==> src/rtl/fg_cordic_seq.sv <==
// Sequencer for the pipelined CORDIC sine/cosine datapath: NCO phase accumulator,
// sample-rate prescaler, valid-token tracking through the pipeline and drain on stop.
module fg_cordic_seq #(
    parameter int BITWIDTH       = 8,
    parameter int BITWIDTH_PHASE = 10,
    parameter int PRESCALE_W     = 16,
    parameter int BURST_W        = 12
) (
    input  logic                      clk_i,
    input  logic                      rstn_i,
    input  logic                      start_i,
    input  logic                      stop_i,
    input  logic                      burst_mode_i,
    input  logic [BURST_W-1:0]        burst_len_i,
    input  logic [PRESCALE_W-1:0]     prescale_i,
    input  logic [BITWIDTH_PHASE-1:0] phase_inc_i,
    input  logic [BITWIDTH_PHASE-1:0] phase_offset_i,
    input  logic [BITWIDTH-1:0]       amplitude_i,
    input  logic [BITWIDTH:0]         cordic_cos_i,
    input  logic [BITWIDTH:0]         cordic_sin_i,
    output logic                      cordic_clk_en_o,
    output logic [BITWIDTH_PHASE-1:0] cordic_phase_o,
    output logic [BITWIDTH-1:0]       cordic_x_o,
    output logic [BITWIDTH-1:0]       cordic_y_o,
    output logic [BITWIDTH:0]         cos_o,
    output logic [BITWIDTH:0]         sin_o,
    output logic                      sample_valid_o,
    output logic                      busy_o,
    output logic                      done_o
);

    localparam int DW = (BITWIDTH > 2) ? $clog2(BITWIDTH) : 1;
    localparam logic [DW-1:0] DRAIN_LAST = DW'(BITWIDTH - 2);

    typedef enum logic [1:0] {S_IDLE, S_RUN, S_DRAIN} state_t;

    state_t                    state_q, state_d;
    logic [BITWIDTH_PHASE-1:0] phase_acc_q, phase_acc_d;
    logic [PRESCALE_W-1:0]     pcount_q, pcount_d;
    logic [PRESCALE_W-1:0]     prescale_q, prescale_d;
    logic [BURST_W-1:0]        burst_cnt_q, burst_cnt_d;
    logic [BURST_W-1:0]        burst_len_q, burst_len_d;
    logic                      burst_mode_q, burst_mode_d;
    logic [DW-1:0]             drain_cnt_q, drain_cnt_d;
    logic [BITWIDTH-1:0]       valid_sr_q, valid_sr_d;
    logic                      en_q, en_d;
    logic [BITWIDTH:0]         cos_q, cos_d;
    logic [BITWIDTH:0]         sin_q, sin_d;
    logic                      valid_q, valid_d;
    logic                      done_q, done_d;
    logic                      tick;
    logic                      en;

    always_comb begin
        state_d      = state_q;
        phase_acc_d  = phase_acc_q;
        pcount_d     = pcount_q;
        prescale_d   = prescale_q;
        burst_cnt_d  = burst_cnt_q;
        burst_len_d  = burst_len_q;
        burst_mode_d = burst_mode_q;
        drain_cnt_d  = drain_cnt_q;
        done_d       = 1'b0;
        tick         = 1'b0;
        en           = 1'b0;

        case (state_q)
            S_IDLE: begin
                if (start_i && !(burst_mode_i && (burst_len_i == '0))) begin
                    state_d      = S_RUN;
                    burst_mode_d = burst_mode_i;
                    burst_len_d  = burst_len_i;
                    prescale_d   = prescale_i;
                    phase_acc_d  = '0;
                    pcount_d     = '0;
                    burst_cnt_d  = '0;
                end
            end
            S_RUN: begin
                tick = (pcount_q == prescale_q);
                if (tick) begin
                    en          = 1'b1;
                    pcount_d    = '0;
                    phase_acc_d = phase_acc_q + phase_inc_i;
                    burst_cnt_d = burst_cnt_q + 1'b1;
                end else begin
                    pcount_d = pcount_q + 1'b1;
                end
                if (stop_i || (tick && burst_mode_q && (burst_cnt_d == burst_len_q))) begin
                    state_d     = S_DRAIN;
                    drain_cnt_d = '0;
                end
            end
            S_DRAIN: begin
                en = 1'b1;
                if (drain_cnt_q == DRAIN_LAST) begin
                    state_d = S_IDLE;
                    done_d  = 1'b1;
                end else begin
                    drain_cnt_d = drain_cnt_q + 1'b1;
                end
            end
            default: state_d = S_IDLE;
        endcase
    end

    // A token at the pipeline tail is captured only right after the enable that
    // moved it there, so a token parked at the tail is never counted twice.
    always_comb begin
        valid_sr_d = valid_sr_q;
        cos_d      = cos_q;
        sin_d      = sin_q;
        en_d       = en;
        valid_d    = valid_sr_q[BITWIDTH-1] && en_q;
        if (en) begin
            valid_sr_d = {valid_sr_q[BITWIDTH-2:0], tick};
        end
        if (valid_d) begin
            cos_d = cordic_cos_i;
            sin_d = cordic_sin_i;
        end
    end

    always_ff @(posedge clk_i or negedge rstn_i) begin
        if (!rstn_i) begin
            state_q      <= S_IDLE;
            phase_acc_q  <= '0;
            pcount_q     <= '0;
            prescale_q   <= '0;
            burst_cnt_q  <= '0;
            burst_len_q  <= '0;
            burst_mode_q <= 1'b0;
            drain_cnt_q  <= '0;
            valid_sr_q   <= '0;
            en_q         <= 1'b0;
            cos_q        <= '0;
            sin_q        <= '0;
            valid_q      <= 1'b0;
            done_q       <= 1'b0;
        end else begin
            state_q      <= state_d;
            phase_acc_q  <= phase_acc_d;
            pcount_q     <= pcount_d;
            prescale_q   <= prescale_d;
            burst_cnt_q  <= burst_cnt_d;
            burst_len_q  <= burst_len_d;
            burst_mode_q <= burst_mode_d;
            drain_cnt_q  <= drain_cnt_d;
            valid_sr_q   <= valid_sr_d;
            en_q         <= en_d;
            cos_q        <= cos_d;
            sin_q        <= sin_d;
            valid_q      <= valid_d;
            done_q       <= done_d;
        end
    end

    assign cordic_clk_en_o = en;
    assign cordic_phase_o  = phase_acc_q + phase_offset_i;
    assign cordic_x_o      = amplitude_i;
    assign cordic_y_o      = '0;
    assign cos_o           = cos_q;
    assign sin_o           = sin_q;
    assign sample_valid_o  = valid_q;
    assign busy_o          = (state_q != S_IDLE);
    assign done_o          = done_q;

endmodule

==> config.mk <==
export PLATFORM = sky130hd
export DESIGN_NAME = fg_cordic_seq
export DESIGN_NICKNAME = d
export VERILOG_FILES = /design/src/rtl/fg_cordic_seq.sv
export SDC_FILE = /design/constraint.sdc
export NUM_CORES = 1
export LEC_CHECK = 0
export ABC_AREA = 0
export CAP_MARGIN = 10
export CORE_ASPECT_RATIO = 1.4
export CORE_MARGIN = 2
export CORE_UTILIZATION = 35
export DETAILED_ROUTE_END_ITERATION = 8
export GPL_TIMING_DRIVEN = 0
export SYNTH_ARGS = -nofsm -noshare
export SYNTH_HDL_FRONTEND = slang
export SYNTH_SLANG_ARGS = --single-unit
export TNS_END_PERCENT = 10
==> constraint.sdc <==
create_clock -name clk_i -period 2.5 [get_ports clk_i]
set_input_delay 0.25 -clock clk_i [delete_from_list [all_inputs] [get_ports clk_i]]
set_output_delay 0.25 -clock clk_i [all_outputs]
set_load 0.1 [all_outputs]
==> impl_metrics.toml <==
[global_routing]
grt_pass1_wl_um = 22290
antenna_found_initial = 0
grt_overflow_total = 0
grt_max_degree = 72
grt.met1_usage_pct = 18.66
use_met2_pct = 28.08
grt_use_total_pct = 15.83
met3_usage_pct = 3.448
grt-busiest-layer = "met2"
grt_pass1_vias = 4632

[worst_setup_path]
rr_worst_depth = 10
worstPathArrival_ns = 2.54
critical_path.cell_chain = "ha_1 > a21o_1 > a21oi_2 > o21ai_2 > a21oi_2 > o21bai_1 > a21o_1 > buf_12 > nor4_4 > nor3_4 > buf_12"
cp-end-kind = "primary output"
worstSetupPathType = "flop to primary output"
critPathMaxFanout = 3
cp_top_family = "compound AO/OA/AOI/OAI gates"
worstPathRequired_ns = 2.25
crit_buf_inv = 2
slowest_stage = "dfrtp_1"
r2r_start = "pcount_q[2]"
slowest_delay_ns = 0.40
regToRegSetupSlack_ns = -0.19
rr_endpoint = "drain_cnt_q[1]"
startpoint_type = "flop"

[drt]
drc = 0
routed_via_density = 5.050
final_antenna_net_count = 0
drtIter0Drc = 197
dr.pass1.iters = 4
routedWlPerCell_um = 15.52
vias = 4484
drt_wl_total_um = 13780

[sta]
post-route-min-period_ns = 2.787
rsz0062_at_grt = "true"
finalClockSkew_ns = 0.008764
finalSetupViolCount = 9
fin_crit_sh_pct = 111.5
slew_violations = 0
final_hold_viol_count = 0
fmaxAchievable_mhz = 358.8
worstMarginPinSlew_ns = 1.002
setup_ws_ns = -0.2868
relSlewSlack_pct = 33.43

[placed_design]
gp_congestion = 0.8906
io_buffers = 110
place_hpwl_um = 9973
dpl.cell_count = 846
placed_area_um2 = 7133

[floorplanning]
die_h_um = 154.8
rows = 55
initial_utilization_pct = 35.47
core_um2 = 16030
die_area_um2 = 17300
die_x_um = 111.7
io_pins = 127

[cts]
cts_buffer_depth = 2
clk_pin_slew_ns = 0.08
cts_max_level = 3
clk-insertion-delay-late_ns = 0.35
cts_sinks = 101
cts_tree = "done"
cts_inserted_buffers = 9
root_buffer = "clkbuf_16"

[synth]
synth_area_per_cell_um2 = 10.75
synth_cells = 529
yosysUniqueCellTypes = 57
yosysSeqAreaShare_pct = 44.44
synth_edf_count = 0
async_flop_share_pct = 100.0
ys_seq_elements = 101
syn_area_um2 = 5687
yosys_warnings = 0
synth-main-ff-cell = "dfrtp_1"

[run_status]
violations = "setup timing"
status = "finished with violations"

[power]
peakVddDrop_v = 0.0006626
p_leak_nw = 3.516
cellPowerDensity_nw_per_um2 = 856.2

[final_layout]
design_area_um2 = 7933
fillers = 1478
final_cells = 888
nets = 790
final_cell_mix = "clkdlybuf4s50_1, dfrtp_1, mux2_2"
drive_gt1_share_pct = 27.72
insertedDiodeCount = 0
layout_commonest_cell = "clkdlybuf4s50_1"
area_growth_pct = 39.49

[worst_hold_path]
hp-class = "input port to asynchronous set/reset pin"

[job]
maxCapViolations = 0
how the worst max path moves through the flow:
stage / from / endpoint / slack (ns) / depth (start not counted)
global placement: rstn_i / pcount_q[8] / -2.65 / 1
detailed placement: phase_offset_i[0] / cordic_phase_o[8] / -1.50 / 13
global route: phase_acc_q[1] / cordic_phase_o[9] / -0.42 / 10
CTS: phase_acc_q[1] / cordic_phase_o[9] / -0.32 / 10
finish: phase_acc_q[1] / cordic_phase_o[9] / -0.29 / 11
floorplan: phase_acc_q[1] / cordic_phase_o[5] / -0.42 / 6
sequential cells by signal, indices dropped and copies added, names as in the netlist:
signal	cells
pcount_q	16
prescale_q	16
burst_cnt_q	12
burst_len_q	12
phase_acc_q	10
cos_o	9
sin_o	9
valid_sr_q	8
drain_cnt_q	3
state_q	2
burst_mode_q	1
done_o	1
en_q	1
sample_valid_o	1
area by class of cell:
type,instances,area (µm²),area share [%]
inverters,18,67.56,0.8517
plain buffers,32,222.7,2.808
repair buffers,138,1405,17.71
multi-input cells,384,3161,39.84
clock inverters,7,63.81,0.8044
well taps,199,249.0,3.139
clock buffers,9,225.2,2.839
flip-flops and latches,101,2539,32.00
where the power goes:
part           internal [mW]  total, mW  switching (mW)
Sequential              1.97       2.25           0.283
Combinational           1.28       3.15            1.86
Clock                  0.700       1.39           0.691
Total                   3.95       6.79            2.84
timing repair:
item	in CTS	in global routing
hold endpoints to repair	30	0
hold buffers	1	0
pin swaps	15	19
resized for setup	103	37
setup buffers	14	11
cloned	0	1
setup endpoints to repair	65	47
logic make-up (layout without fill, tap and decap cells):
| family | count (synthesis) | after routing | synth area share [%] |
|---|---|---|---|
| compound gates | 95 | 95 | 10.69 |
| xor+xnor | 57 | 57 | 8.911 |
| fa+ha+maj | 27 | 27 | 6.205 |
| buf+inv | 51 | 204 | 4.752 |
| flops | 101 | 101 | 44.44 |
| mux | 60 | 60 | 11.77 |
| other cells | 1 | 8 | 0.06594 |
| simple gates | 137 | 137 | 13.16 |
routing by layer:
layer,share of wire [%],up-vias
li1,-,2159
met1,41,2176
met2,52,133
met3,5.1,16
met4,1.6,0
met5,0,-
synth_stat cells, types with 2 or more instances:
master	count	area, µm²
xnor2_1	38	332.8
mux2_2	54	608.1
o31ai_1	6	45.04
or2_2	2	12.51
buf_4	16	120.1
and4_1	4	35.03
nor4_4	2	42.54
dfrtp_1	101	2527
or3_1	3	18.77
buf_2	3	15.01
and2_1	4	25.02
and3_1	5	31.28
xor2_1	18	157.7
a41oi_1	2	17.52
nand3_1	16	80.08
ha_1	25	312.8
nand4_1	12	75.07
inv_1	18	67.56
nor4_1	3	18.77
nor4b_1	2	17.52
o21bai_1	4	30.03
a22o_1	5	43.79
a21oi_1	24	120.1
nor2b_1	3	18.77
or4_1	2	15.01
a31oi_1	2	12.51
fa_1	2	40.04
nand2b_1	4	25.02
buf_6	2	22.52
clkbuf_1	12	45.04
mux2i_1	5	50.05
o21a_1	3	22.52
a21o_1	7	52.55
o21ai_0	31	155.2
nand2_1	39	146.4
nor2_1	25	93.84
nor3_1	5	25.02
metrics by stage:
step / setup WS (ns) / util [%] / hold slack, ns / TNS [ns] / total power [mW]
final: -0.2868 / 49.47 / 0.3801 / -1.365 / 6.792
after global routing: -0.4167 / 49.47 / 0.4097 / -2.606 / 7.168
after CTS: -0.3221 / 48.00 / 0.3838 / -1.369 / 6.690
after detailed placement: -1.501 / 44.49 / 0.2282 / -33.98 / 5.137
after global placement: -2.654 / 44.33 / 0.4884 / -295.90 / 5.055
after floorplan: -0.4173 / - / -0.04559 / -2.102 / 4.389
Note: power is estimated with default switching activity, not from simulation.
